--- src/rtl/alu_sequencer.sv ---
// Multi-cycle sequencer around an external Hack-style combinational ALU.
// Runs single ALU ops, shift-add multiplies and repeated-doubling left shifts.
module alu_sequencer (
  input  logic        clk,
  input  logic        reset_n,
  input  logic        start,
  input  logic [1:0]  op,
  input  logic [15:0] a,
  input  logic [15:0] b,
  input  logic [5:0]  ctrl,
  output logic [15:0] alu_x,
  output logic [15:0] alu_y,
  output logic [5:0]  alu_ctrl,
  input  logic [15:0] alu_out,
  output logic        busy,
  output logic        done,
  output logic [15:0] result,
  output logic        zr,
  output logic        ng,
  output logic        err
);

  localparam logic [5:0] CTRL_ZERO = 6'b101010;
  localparam logic [5:0] CTRL_ADD  = 6'b000010;
  localparam logic [5:0] CTRL_X    = 6'b001100;

  localparam logic [1:0] OP_SINGLE = 2'b00;
  localparam logic [1:0] OP_MUL    = 2'b01;
  localparam logic [1:0] OP_SHL    = 2'b10;

  typedef enum logic [2:0] {S_IDLE, S_EXEC, S_MUL, S_SHL, S_DONE} state_e;

  state_e      state, state_next;
  logic [15:0] acc, acc_next;      // SINGLE: A, MUL: accumulator, SHL: shifted value
  logic [15:0] m, m_next;          // SINGLE: B, MUL: doubling multiplicand
  logic [15:0] q, q_next;          // MUL: multiplier, SHL: remaining shift count
  logic [4:0]  count, count_next;  // MUL cycle index; bit 0 selects the phase
  logic [5:0]  ctrl_q, ctrl_next;
  logic        load;
  logic [15:0] res_next;
  logic        err_next;

  always_ff @(posedge clk) begin
    // NOTE: every state and datapath register is cleared here, so no stale operand
    // or accumulator can leak into an operation started after an aborted one.
    if (!reset_n) begin
      state  <= S_IDLE;
      acc    <= '0;
      m      <= '0;
      q      <= '0;
      count  <= '0;
      ctrl_q <= '0;
      result <= '0;
      zr     <= 1'b1;
      ng     <= 1'b0;
      err    <= 1'b0;
    end else begin
      state  <= state_next;
      acc    <= acc_next;
      m      <= m_next;
      q      <= q_next;
      count  <= count_next;
      ctrl_q <= ctrl_next;
      if (load) begin
        result <= res_next;
        zr     <= (res_next == 16'd0);
        ng     <= res_next[15];
        err    <= err_next;
      end
    end
  end

  always_comb begin
    // NOTE: every output of this block gets a default first, so no path can infer a latch.
    state_next = state;
    acc_next   = acc;
    m_next     = m;
    q_next     = q;
    count_next = count;
    ctrl_next  = ctrl_q;
    load       = 1'b0;
    res_next   = result;
    err_next   = 1'b0;
    alu_x      = '0;
    alu_y      = '0;
    alu_ctrl   = CTRL_ZERO;

    unique case (state)
      S_IDLE: begin
        if (start) begin
          unique case (op)
            OP_SINGLE: begin
              acc_next   = a;
              m_next     = b;
              ctrl_next  = ctrl;
              state_next = S_EXEC;
            end
            OP_MUL: begin
              acc_next   = '0;
              m_next     = a;
              q_next     = b;
              count_next = '0;
              state_next = S_MUL;
            end
            OP_SHL: begin
              acc_next   = a;
              q_next     = {12'd0, b[3:0]};
              state_next = S_SHL;
            end
            default: begin
              load       = 1'b1;
              res_next   = '0;
              err_next   = 1'b1;
              state_next = S_DONE;
            end
          endcase
        end
      end

      S_EXEC: begin
        alu_x      = acc;
        alu_y      = m;
        alu_ctrl   = ctrl_q;
        load       = 1'b1;
        res_next   = alu_out;
        state_next = S_DONE;
      end

      S_MUL: begin
        count_next = count + 5'd1;
        if (!count[0]) begin
          // Conditional add: pass acc through unchanged when the multiplier bit is 0.
          alu_x    = acc;
          alu_y    = m;
          alu_ctrl = q[0] ? CTRL_ADD : CTRL_X;
          acc_next = alu_out;
        end else begin
          alu_x    = m;
          alu_y    = m;
          alu_ctrl = CTRL_ADD;
          m_next   = alu_out;
          q_next   = q >> 1;
          if (count == 5'd31) begin
            load       = 1'b1;
            res_next   = acc;
            state_next = S_DONE;
          end
        end
      end

      S_SHL: begin
        alu_x = acc;
        alu_y = acc;
        if (q == 16'd0) begin
          alu_ctrl   = CTRL_X;
          load       = 1'b1;
          res_next   = alu_out;
          state_next = S_DONE;
        end else begin
          alu_ctrl = CTRL_ADD;
          acc_next = alu_out;
          q_next   = q - 16'd1;
          if (q == 16'd1) begin
            load       = 1'b1;
            res_next   = alu_out;
            state_next = S_DONE;
          end
        end
      end

      S_DONE:  state_next = S_IDLE;
      default: state_next = S_IDLE;
    endcase
  end

  assign busy = (state != S_IDLE);
  assign done = (state == S_DONE);

endmodule

--- config.mk ---
export PLATFORM = sky130hd
export DESIGN_NAME = alu_sequencer
export DESIGN_NICKNAME = d
export VERILOG_FILES = /design/src/rtl/alu_sequencer.sv
export SDC_FILE = /design/constraint.sdc
export NUM_CORES = 1
export LEC_CHECK = 0
export BUFFER_PORTS_ARGS = -buffer_cell sky130_fd_sc_hd__buf_2
export CAP_MARGIN = 15
export CORE_MARGIN = 4
export CORE_UTILIZATION = 60
export CTS_BUF_LIST = sky130_fd_sc_hd__clkbuf_2
export CTS_CLUSTER_SIZE = 10
export DETAILED_ROUTE_END_ITERATION = 7
export PLACE_DENSITY_LB_ADDON = 0.15
export SKIP_CTS_REPAIR_TIMING = 1
export SLEW_MARGIN = 20
export SYNTH_ARGS = -nofsm -noshare
export SYNTH_HDL_FRONTEND = slang
export SYNTH_SLANG_ARGS = --single-unit
--- constraint.sdc ---
create_clock -name clk -period 4.7 [get_ports clk]
set_clock_uncertainty 0.1 [all_clocks]
set_input_delay 1.41 -clock clk [delete_from_list [all_inputs] [get_ports clk]]
set_output_delay 1.41 -clock clk [all_outputs]
set_load 0.02 [all_outputs]
==> metrics.md, run 1 <==
| Metric | Value |
|---|---|
| Outcome | finished, final reports clean |
| Crit-path slowest cell | sky130_fd_sc_hd__nor2_2 |
| I/O pin total | 118 |
| Root Buffer Master | sky130_fd_sc_hd__clkbuf_2 |
| Worst slack at placement | 847 ps |
| CP arrival | 3020 ps |
| Antenna violations before repair | 0 |
| Per-cell routed wire length | 19.9 µm |
| Cell types occupying the most area after synthesis | sky130_fd_sc_hd__dfxtp_1 (32%), sky130_fd_sc_hd__nor2_1 (9.4%), sky130_fd_sc_hd__a211oi_1 (6.3%) |
| Initial DRT Pass Iterations | 6 |
| Starting density of the core | 61.4% |
| Die area | 0.00994 mm² |
| Critical path peak fanout | 25 |
| Number of nets in the synthesized netlist | 720 |
| Final TNS setup | 0 ps |
| Total Routing Usage GR | 33.6% |
| Clock H-tree levels | 3 |
| Count of pins over their slew limit | 0 |
| Async set or reset register ratio after synthesis | 0% |
| Share of the clock period used by the worst path | 96.3% |
| TritonCTS clock tree | yes |
| Final RePlAce weighted congestion | 0.961 |
| Setup violation total in the final timing report | 0 |
| Post-synthesis register bit count | 80 |
| Stage delay of the slowest cell on the critical path | 730 ps |
| CP Cell Sequence | or3b_2, nor2_2, a22o_1, buf_2 |
| CP delay by family, top | simple AND/OR/NAND/NOR gates |
| Slew headroom | 37.1% |
| Count of standard-cell rows | 33 |
| Transition time of the tightest slew-check pin | 942 ps |
| Die X-Extent | 99.7 µm |
| Count of different cell masters after synthesis | 61 |
| Routed via count divided by cell count | 6.70 |
| Static Leakage | 2.48 nW |
| Clock latency at the later pin of the worst-skew pair | 560 ps |
| Number of buffers and inverters on the critical path | 1 |
| Commonest non-fill, non-tap cell in the layout | sky130_fd_sc_hd__nor2_1 |
| Setup crit end kind | output port |
| Maximum clock rate | 221 MHz |
| Congestion Overflow GR | 0 |
| Most frequent cells in the layout | sky130_fd_sc_hd__nor2_1 (127), sky130_fd_sc_hd__buf_2 (117), sky130_fd_sc_hd__dfxtp_1 (80) |
| Core area | 0.00822 mm² |
| Cell area power density | 373 mW/mm² |
| NumNets Final | 814 |
| Placed wire-length estimate | 12.4 mm |
| Crit start category | flop |
| Remaining routing DRC violations | 0 |
| Synth warn | 0 |
| Routed WL | 17.0 mm |
| Required time of the worst setup path | 3190 ps |
| Max clock buf depth | 2 |
| Final hold violation count | 0 |
| Dominant synthesized flop cell | sky130_fd_sc_hd__dfxtp_1 |
| Vias in the first global route | 5,264 |
| RSZ-0062 raised after global routing | false |
| Clock tree sinks | 80 |
| Post-route antenna net violation count | 0 |
| Share of Yosys cell area claimed by the top area cell type | 31.7% |
| Fraction of final layout cells sized beyond drive strength 1 | 24.0% |
| Clk slew on worst S/H paths | 240 ps |
| Number of synthesized flops with an enable pin | 0 |
| Maximum resistive drop on vdd | 198 µV |
| 1st-iter DRT viols | 754 |
| Type of the most critical hold path | flop to flop |
| # port buffers | 117 |
| Biggest area consumer among synthesized cells | sky130_fd_sc_hd__dfxtp_1 |
| Filler Cells Inserted | 705 |
| Netlist area before placement | 0.00504 mm² |
| Syn Inst Count | 651 |
| Max-Cap Viols | 0 |
| Y dimension of the die | 99.7 µm |
| Growth of design area from synthesis to finish | 15.9% |
| Largest net degree at the start of global routing | 42 |
| Total CTS buffers | 9 |
| Average cell area after synthesis | 7.75 µm² |
| Ant diodes | 0 |
| Clock period minus worst slack | 4530 ps |
| Proportion of synthesized chip area in sequential cells | 31.7% |
| Routed vias | 5,728 |
| WHS | 370 ps |
| Minimum setup slack in the final design | 174 ps |
| Setup CP Type | flop to output port |
| Global-route wire length before repair | 26.5 mm |
-- sequential cells by signal, indices dropped and copies added (netlist names) --
signal,cells
ctrl_q,6
acc,16
q,16
zr,1
state,3
m,16
result,16
err,1
count,5
-- cells by family after synthesis --
logic type	count (synthesis)	share of synthesized area, %
buffers and inverters	64	5.06
muxes	26	5.16
adders and majority gates	10	2.48
AOI/OAI and AO/OA	254	35.2
DFF	80	31.7
and+or+nand+nor	217	20.4
-- cells in the mapped netlist (2+ instances only) --
library cell,number
sky130_fd_sc_hd__a21oi_1,60
sky130_fd_sc_hd__buf_2,2
sky130_fd_sc_hd__buf_4,3
sky130_fd_sc_hd__nand2b_1,3
sky130_fd_sc_hd__a21o_1,3
sky130_fd_sc_hd__or2_2,10
sky130_fd_sc_hd__and2_1,9
sky130_fd_sc_hd__a211oi_1,42
sky130_fd_sc_hd__ha_1,10
sky130_fd_sc_hd__or3_1,2
sky130_fd_sc_hd__or4_1,2
sky130_fd_sc_hd__o221ai_1,2
sky130_fd_sc_hd__a32o_1,2
sky130_fd_sc_hd__o31ai_1,2
sky130_fd_sc_hd__a211o_1,2
sky130_fd_sc_hd__nor3b_1,2
sky130_fd_sc_hd__a222oi_1,14
sky130_fd_sc_hd__nand2_1,24
sky130_fd_sc_hd__a22o_1,31
sky130_fd_sc_hd__dfxtp_1,80
sky130_fd_sc_hd__nor2_1,127
sky130_fd_sc_hd__o21ai_2,3
sky130_fd_sc_hd__nand3_1,4
sky130_fd_sc_hd__a221oi_1,5
sky130_fd_sc_hd__nand4_1,2
sky130_fd_sc_hd__a31oi_1,4
sky130_fd_sc_hd__nor3_1,10
sky130_fd_sc_hd__o21ai_0,39
sky130_fd_sc_hd__nor2b_1,6
sky130_fd_sc_hd__clkbuf_1,44
sky130_fd_sc_hd__a41oi_1,3
sky130_fd_sc_hd__mux2i_1,26
sky130_fd_sc_hd__o21a_1,4
sky130_fd_sc_hd__inv_1,13
sky130_fd_sc_hd__nand3b_1,2
sky130_fd_sc_hd__o211ai_1,8
sky130_fd_sc_hd__a22oi_1,19
sky130_fd_sc_hd__nor4_1,3
sky130_fd_sc_hd__o41ai_1,2
-- worst reg2reg max path: cells and delay by family (launching register included) --
family,cells,cell delay [ps]
AO/OA/AOI/OAI,3,1030
buffers and inverters,1,290
flip-flops,1,640
AND/OR/NAND/NOR,3,1600
-- area by class of cell --
class                   instances  area [µm²]  share of cell area [%]
multi-input cells             507        3210                    54.9
flip-flops and latches         80        1600                    27.4
repair buffers                134         713                    12.2
well taps                     105         131                    2.25
clock inverters                 6        92.6                    1.58
clock buffers                  10        50.0                   0.856
inverters                      13        48.8                   0.835
-- power by group --
| group | internal, mW | total, mW | leakage [nW] | switching [mW] |
|---|---|---|---|---|
| clock | 0.180 | 0.438 | 0.0787 | 0.258 |
| sequential | 0.763 | 0.872 | 0.653 | 0.109 |
| combinational | 0.309 | 0.870 | 1.75 | 0.561 |
-- path summary, 6_finish.rpt --
kind                            slack (ps)                     to  cells past startpoint                  start
worst max-delay path                   170               alu_x[3]                      4  state[0]$_SDFFE_PN0P_
worst min-delay path                   370  count[3]$_SDFFE_PN0P_                      1  count[3]$_SDFFE_PN0P_
worst max register to register         970        zr$_SDFFE_PN1P_                      7  state[0]$_SDFFE_PN0P_
worst min register to register         370  count[3]$_SDFFE_PN0P_                      1  count[3]$_SDFFE_PN0P_
-- through the flow --
stage / power [mW] / utilization, % / cell area [µm²] / instances
after floorplan: 1.46 / - / 5040 / 651
after global placement: 1.71 / 69.4 / 5700 / 839
after detailed placement: 1.73 / 69.4 / 5700 / 839
after CTS: 2.16 / 71.1 / 5840 / 855
after global routing: 2.30 / 71.2 / 5850 / 855
final: 2.18 / 71.2 / 5850 / 855
-- metal layers --
metal,up-vias,global-route usage [%],wire length (µm)
met5,-,0,0
met3,72,7.08,1920
met1,2666,43.2,6540
li1,2626,-,-
met4,0,13.3,701
met2,364,55.0,7880
(Power assumes the default switching activity.)
==> run 2: changes to the inputs <==
--- a/config.mk
+++ b/config.mk
@@ -13,6 +13,7 @@
 export CTS_CLUSTER_SIZE = 10
 export DETAILED_ROUTE_END_ITERATION = 7
 export PLACE_DENSITY_LB_ADDON = 0.15
+export RECOVER_POWER = 50
 export SKIP_CTS_REPAIR_TIMING = 1
 export SLEW_MARGIN = 20
 export SYNTH_ARGS = -nofsm -noshare
==> run 2 against run 1 <==
Sequential share of layout area grew 0.24 points; maximum frequency up 0.25%; routed wire length grew 0.20%; sequential power is essentially flat; combinational power decreased by 0.8%; global-route usage unchanged; clock power hardly changed; cell area down 0.88%; count of clock-buffer cells in the layout unchanged; non-clock buffer count stayed put; critical path depth stayed put; largest cell class unchanged; largest power group unchanged.
==> metrics.md, run 2 (same netlist as run 1, synthesis figures left out) <==
| Metric | Value |
|---|---|
| Outcome | finished, final reports clean |
| Share of the clock period used by the worst path | 96.0% (-0.24 points) |
| RSZ-0062 raised after global routing | false |
| NumNets Final | 814 (unchanged) |
| Transition time of the tightest slew-check pin | 1460 ps (+519 ps) |
| Y dimension of the die | 99.7 µm (unchanged) |
| Die area | 0.00994 mm² (unchanged) |
| Max clock buf depth | 2 (unchanged) |
| Placed insts | 839 (unchanged) |
| Count of standard-cell rows | 33 (unchanged) |
| Remaining routing DRC violations | 0 (unchanged) |
| Clock period minus worst slack | 4510 ps (-11.3 ps) |
| Count of pins over their slew limit | 0 (unchanged) |
| Reg-to-reg slack, setup | 340 ps (-630 ps) |
| Routed WL | 17.1 mm (+0.20%) |
| Setup crit end kind | output port |
| Terminus of the critical flop-to-flop path | zr$_SDFFE_PN1P_ |
| Setup CP Type | flop to output port |
| Routed via count divided by cell count | 6.67 (-0.40%) |
| Destination of the critical timing path | alu_x[3] |
| Sequential cell area | 0.00160 mm² (unchanged) |
| Clock H-tree levels | 3 (unchanged) |
| Placed wire-length estimate | 12.4 mm (unchanged) |
| Total CTS buffers | 9 (unchanged) |
| Final cell count without fillers | 855 (unchanged) |
| Final hold violation count | 0 (unchanged) |
| WHS | 368 ps (-1.18 ps) |
| Maximum resistive drop on vdd | 198 µV (-0.13%) |
| Starting density of the core | 61.4% (unchanged) |
| Root Buffer Master | sky130_fd_sc_hd__clkbuf_2 |
| I/O pin total | 118 (unchanged) |
| Setup violation total in the final timing report | 0 (unchanged) |
| Maximum clock rate | 222 MHz (+0.25%) |
| TritonCTS clock tree | yes |
| Clock tree sinks | 80 (unchanged) |
| Vias in the first global route | 5,264 (unchanged) |
| Routed vias | 5,705 (-0.40%) |
| Worst setup path startpoint | state[0]$_SDFFE_PN0P_ |
| 1st-iter DRT viols | 746 (-1.1%) |
| Core area | 0.00822 mm² (unchanged) |
| Cell Area, Placed | 0.00570 mm² (unchanged) |
| CP arrival | 3000 ps (-20 ps) |
| Largest net degree at the start of global routing | 42 (unchanged) |
| # port buffers | 117 (unchanged) |
| Final TNS setup | 0 ps (unchanged) |
| Final RePlAce weighted congestion | 0.961 (unchanged) |
| Most frequent cells in the layout | sky130_fd_sc_hd__nor2_1 (128), sky130_fd_sc_hd__buf_2 (97), sky130_fd_sc_hd__dfxtp_1 (80) |
| Global-route wire length before repair | 26.5 mm (unchanged) |
| Clock latency at the later pin of the worst-skew pair | 560 ps (about the same) |
| Cell area after layout | 0.00580 mm² (-0.88%) |
| Post-layout total power | 2.18 mW (-0.18%) |
| Growth of design area from synthesis to finish | 14.9% |
| Crit start category | flop |
| Startpoint of the worst hold path | count[3]$_SDFFE_PN0P_ |
| Commonest non-fill, non-tap cell in the layout | sky130_fd_sc_hd__nor2_1 |
| Type of the most critical hold path | flop to flop |
| Reg-to-reg startpoint | state[0]$_SDFFE_PN0P_ |
| Total Routing Usage GR | 33.6% (unchanged) |
| Congestion Overflow GR | 0 (unchanged) |
| Cell area power density | 375 mW/mm² (+0.70%) |
| Static Leakage | 2.38 nW (-3.8%) |
| Antenna violations before repair | 0 (unchanged) |
| Length in cells of the worst reg-to-reg path | 7 (unchanged) |
| Initial DRT Pass Iterations | 7 (+1) |
| Max-Cap Viols | 0 (unchanged) |
| Ant diodes | 0 (unchanged) |
| Die X-Extent | 99.7 µm (unchanged) |
| Fraction of final layout cells sized beyond drive strength 1 | 20.5% (-3.5 points) |
| Slew headroom | 2.61% (-35 points) |
| Critical path peak fanout | 25 (unchanged) |
| Filler Cells Inserted | 723 (+2.6%) |
| Per-cell routed wire length | 20.0 µm (+0.20%) |
| Clk slew on worst S/H paths | 240 ps (about the same) |
| Post-route antenna net violation count | 0 (unchanged) |
| Multi-input combinational cell area | 0.00320 mm² (-0.35%) |
| Required time of the worst setup path | 3190 ps (about the same) |
==> run 2: cell count changes in the layout (fill, tap and decap cells not counted), sizes merged <==
cell | before | now
buf | 134 | 110
clkbuf | 10 | 34
==> run 2: power by group <==
part,switching [mW],internal (mW)
clock,0.259,0.180
sequential,0.110,0.763
combinational,0.560,0.303
total,0.929,1.25
==> run 2: worst max-delay path, cell delays in order (launching register included) <==
cell                      delay (ps)
sky130_fd_sc_hd__dfxtp_1         640
sky130_fd_sc_hd__or3b_2          590
sky130_fd_sc_hd__nor2_2          730
sky130_fd_sc_hd__a22o_1          300
sky130_fd_sc_hd__buf_2           180
==> run 2: routing by layer <==
| layer | routed length, µm | global-route usage, % | part of all wire, % | up-vias |
|---|---|---|---|---|
| met4 | 631 | 13.3 | 3.7 | 0 |
| met5 | 0 | 0 | 0 | - |
| met2 | 7930 | 55.0 | 46 | 364 |
| met1 | 6700 | 43.2 | 39 | 2653 |
| li1 | - | - | - | 2627 |
| met3 | 1800 | 7.08 | 11 | 61 |
==> run 2: stage by stage <==
| stage | util, % | worst slack [ps] |
|---|---|---|
| global placement | 69.4 | 900 |
| global route | 70.5 | 62.1 |
| floorplan | - | 1180 |
| detailed placement | 69.4 | 847 |
| finish | 70.5 | 186 |
| CTS | 71.1 | 199 |
==> run 2: cell type report <==
type | count | share of cell area [%]
repair buffers | 134 | 11.6
clock buffers | 10 | 0.864
well taps | 105 | 2.27
multi-input cells | 507 | 55.2
inverters | 13 | 0.842
flip-flops and latches | 80 | 27.6
clock inverters | 6 | 1.60
==> run 2: how the worst min path moves through the flow <==
stage,end,depth (start not counted),slack [ps]
2_1_floorplan,count[3]$_SDFFE_PN0P_,1,310
3_3_place_gp,count[3]$_SDFFE_PN0P_,1,330
3_5_place_dp,count[3]$_SDFFE_PN0P_,1,340
4_1_cts,count[3]$_SDFFE_PN0P_,1,370
5_1_grt,count[3]$_SDFFE_PN0P_,1,400
6_report,count[3]$_SDFFE_PN0P_,1,370
==> run 3: changes to the inputs <==
--- a/config.mk
+++ b/config.mk
@@ -14,6 +14,7 @@
 export DETAILED_ROUTE_END_ITERATION = 7
 export PLACE_DENSITY_LB_ADDON = 0.15
 export RECOVER_POWER = 50
+export SETUP_SLACK_MARGIN = 0.3
 export SKIP_CTS_REPAIR_TIMING = 1
 export SLEW_MARGIN = 20
 export SYNTH_ARGS = -nofsm -noshare
==> run 3 against run 2 <==
The flow now finishes with violations (design-rule violations); maximum frequency grew 6.6%; power is essentially flat; non-clock buffer count is the same; critical path depth grew 3; clock power shrank 1%; count of clock-buffer cells in the layout is the same; cell count is the same; critical endpoint is now zr$_SDFFE_PN1P_; largest cell class unchanged.
==> metrics.md, run 3 (same netlist as run 1, synthesis figures left out) <==
| Metric | Value |
|---|---|
| Outcome | complete, but fails checks |
| Failing checks | design-rule violations |
| Total CTS buffers | 9 (unchanged) |
| Maximum resistive drop on vdd | 197 µV (-0.72%) |
| 1st-iter DRT viols | 697 (-6.6%) |
| Switch Pwr | 928 µW (-0.17%) |
| Sw Share | 42.7% (about the same) |
| Most frequent cells in the layout | sky130_fd_sc_hd__nor2_1 (128), sky130_fd_sc_hd__buf_2 (97), sky130_fd_sc_hd__dfxtp_1 (79) |
| Setup violation total in the final timing report | 0 (unchanged) |
| Growth of design area from synthesis to finish | 15.1% |
| Commonest non-fill, non-tap cell in the layout | sky130_fd_sc_hd__nor2_1 |
| Combinational share of power | 39.8% (about the same) |
| Fraction of final layout cells sized beyond drive strength 1 | 20.9% (+0.40 points) |
| Transition time of the tightest slew-check pin | 1470 ps (+13.1 ps) |
| Required time of the worst setup path | 5070 ps (+1880 ps) |
| Power share of the sequential group | 40.2% (about the same) |
| Cell area power density | 374 mW/mm² (-0.29%) |
| Max-Cap Viols | 0 (unchanged) |
| TritonCTS clock tree | yes |
| Largest net degree at the start of global routing | 42 (unchanged) |
| Type of the most critical hold path | flop to flop |
| NumNets Final | 814 (unchanged) |
| Clock H-tree levels | 3 (unchanged) |
| RSZ-0062 raised after global routing | false |
| Post-layout total power | 2.17 mW (about the same) |
| CP Cell Sequence | or3b_2, buf_4, nor2_1, a211o_1, a31oi_1, or4_1, o31ai_1 |
| I/O pin total | 118 (unchanged) |
| Routed via count divided by cell count | 6.61 (-0.93%) |
| Congestion Overflow GR | 0 (unchanged) |
| Remaining routing DRC violations | 7 (+7) |
| Clock period minus worst slack | 4230 ps (-280 ps) |
| Post-route antenna net violation count | 0 (unchanged) |
| Portion of total power attributed to the clock network | 20.0% (-0.2 points) |
| GR Layer Usage met3 | 7.08% (unchanged) |
| Static Leakage | 2.39 nW (+0.17%) |
| Count of standard-cell rows | 33 (unchanged) |
| Crit start category | flop |
| Placed wire-length estimate | 12.4 mm (unchanged) |
| Final RePlAce weighted congestion | 0.961 (unchanged) |
| Total Routing Usage GR | 33.6% (unchanged) |
| Per-cell routed wire length | 19.9 µm (-0.36%) |
| Y dimension of the die | 99.7 µm (unchanged) |
| Count of pins over their slew limit | 0 (unchanged) |
| Root Buffer Master | sky130_fd_sc_hd__clkbuf_2 |
| Global-route wire length before repair | 26.5 mm (unchanged) |
| Internal power component | 1.25 mW (about the same) |
| Vias in the first global route | 5,264 (unchanged) |
| Max clock buf depth | 2 (unchanged) |
| # port buffers | 117 (unchanged) |
| Number of buffers and inverters on the critical path | 1 (unchanged) |
| Share of the clock period used by the worst path | 90.1% (-6.0 points) |
| Clock latency at the later pin of the worst-skew pair | 540 ps (-20 ps) |
| Routed WL | 17.0 mm (-0.36%) |
| Antenna violations before repair | 0 (unchanged) |
| Stage delay of the slowest cell on the critical path | 1020 ps (+290 ps) |
| Final hold violation count | 0 (unchanged) |
| Global-route layer with the greatest usage | met2 |
| Clock tree sinks | 80 (unchanged) |
| Die X-Extent | 99.7 µm (unchanged) |
| Crit-path slowest cell | sky130_fd_sc_hd__nor2_1 |
| Maximum clock rate | 236 MHz (+6.6%) |
| Core area | 0.00822 mm² (unchanged) |
| Met1 demand-to-capacity share in global routing | 43.2% (unchanged) |
| CP delay by family, top | simple AND/OR/NAND/NOR gates |
| Routed vias | 5,652 (-0.93%) |
| Setup crit end kind | flop |
| Clk slew on worst S/H paths | 230 ps (about the same) |
| Critical path peak fanout | 37 (+48%) |
| Slew headroom | 1.74% (-0.88 points) |
| Setup CP Type | flop to flop |
| Met2 track demand over resource | 55.0% (unchanged) |
| Die area | 0.00994 mm² (unchanged) |
| Final TNS setup | 0 ps (unchanged) |
| Initial DRT Pass Iterations | 8 (+1) |
| Ant diodes | 0 (unchanged) |
| Starting density of the core | 61.4% (unchanged) |
| CP arrival | 4610 ps (+1610 ps) |
run 3: routing by layer:
layer / up-vias / part of all wire [%] / routed length [µm]
met5: - / 0 / 0
met1: 2635 / 40 / 6840
met3: 51 / 9.7 / 1660
met2: 341 / 47 / 7950
met4: 0 / 3.3 / 557
li1: 2625 / - / -
run 3: power groups by stage:
stage | clock [mW] | sequential [mW] | combinational [mW]
2_1_floorplan | 0 | 0.861 | 0.597
3_3_place_gp | 0 | 0.880 | 0.826
3_5_place_dp | 0 | 0.883 | 0.844
4_1_cts | 0.443 | 0.868 | 0.849
5_1_grt | 0.467 | 0.884 | 0.942
6_report | 0.435 | 0.873 | 0.865
run 3: final timing paths:
path / startpoint / endpoint / slack [ps] / cells past startpoint
max reg2reg: state[1]$_SDFFE_PN0P_ / zr$_SDFFE_PN1P_ / 470 / 7
min: count[3]$_SDFFE_PN0P_ / count[3]$_SDFFE_PN0P_ / 370 / 1
max: state[1]$_SDFFE_PN0P_ / zr$_SDFFE_PN1P_ / 470 / 7
min reg2reg: count[3]$_SDFFE_PN0P_ / count[3]$_SDFFE_PN0P_ / 370 / 1
run 3: area by class of cell:
class | instances | area, µm²
tap | 105 | 131
clock inverter | 6 | 92.6
fill | 719 | 2410
clock buffer | 10 | 50.0
timing repair buffer | 134 | 674
sequential | 80 | 1600
multi-input combinational | 507 | 3210
inverter | 13 | 48.8
run 3: metrics by stage:
step / instance area (µm²) / util, % / instances / worst slack [ps] / hold slack [ps]
final: 5810 / 70.7 / 855 / 466 / 371
after global routing: 5810 / 70.7 / 855 / 218 / 396
after CTS: 5840 / 71.1 / 855 / 199 / 368
after detailed placement: 5700 / 69.4 / 839 / 847 / 343
after global placement: 5700 / 69.4 / 839 / 900 / 332
after floorplan: 5040 / - / 651 / 1180 / 314
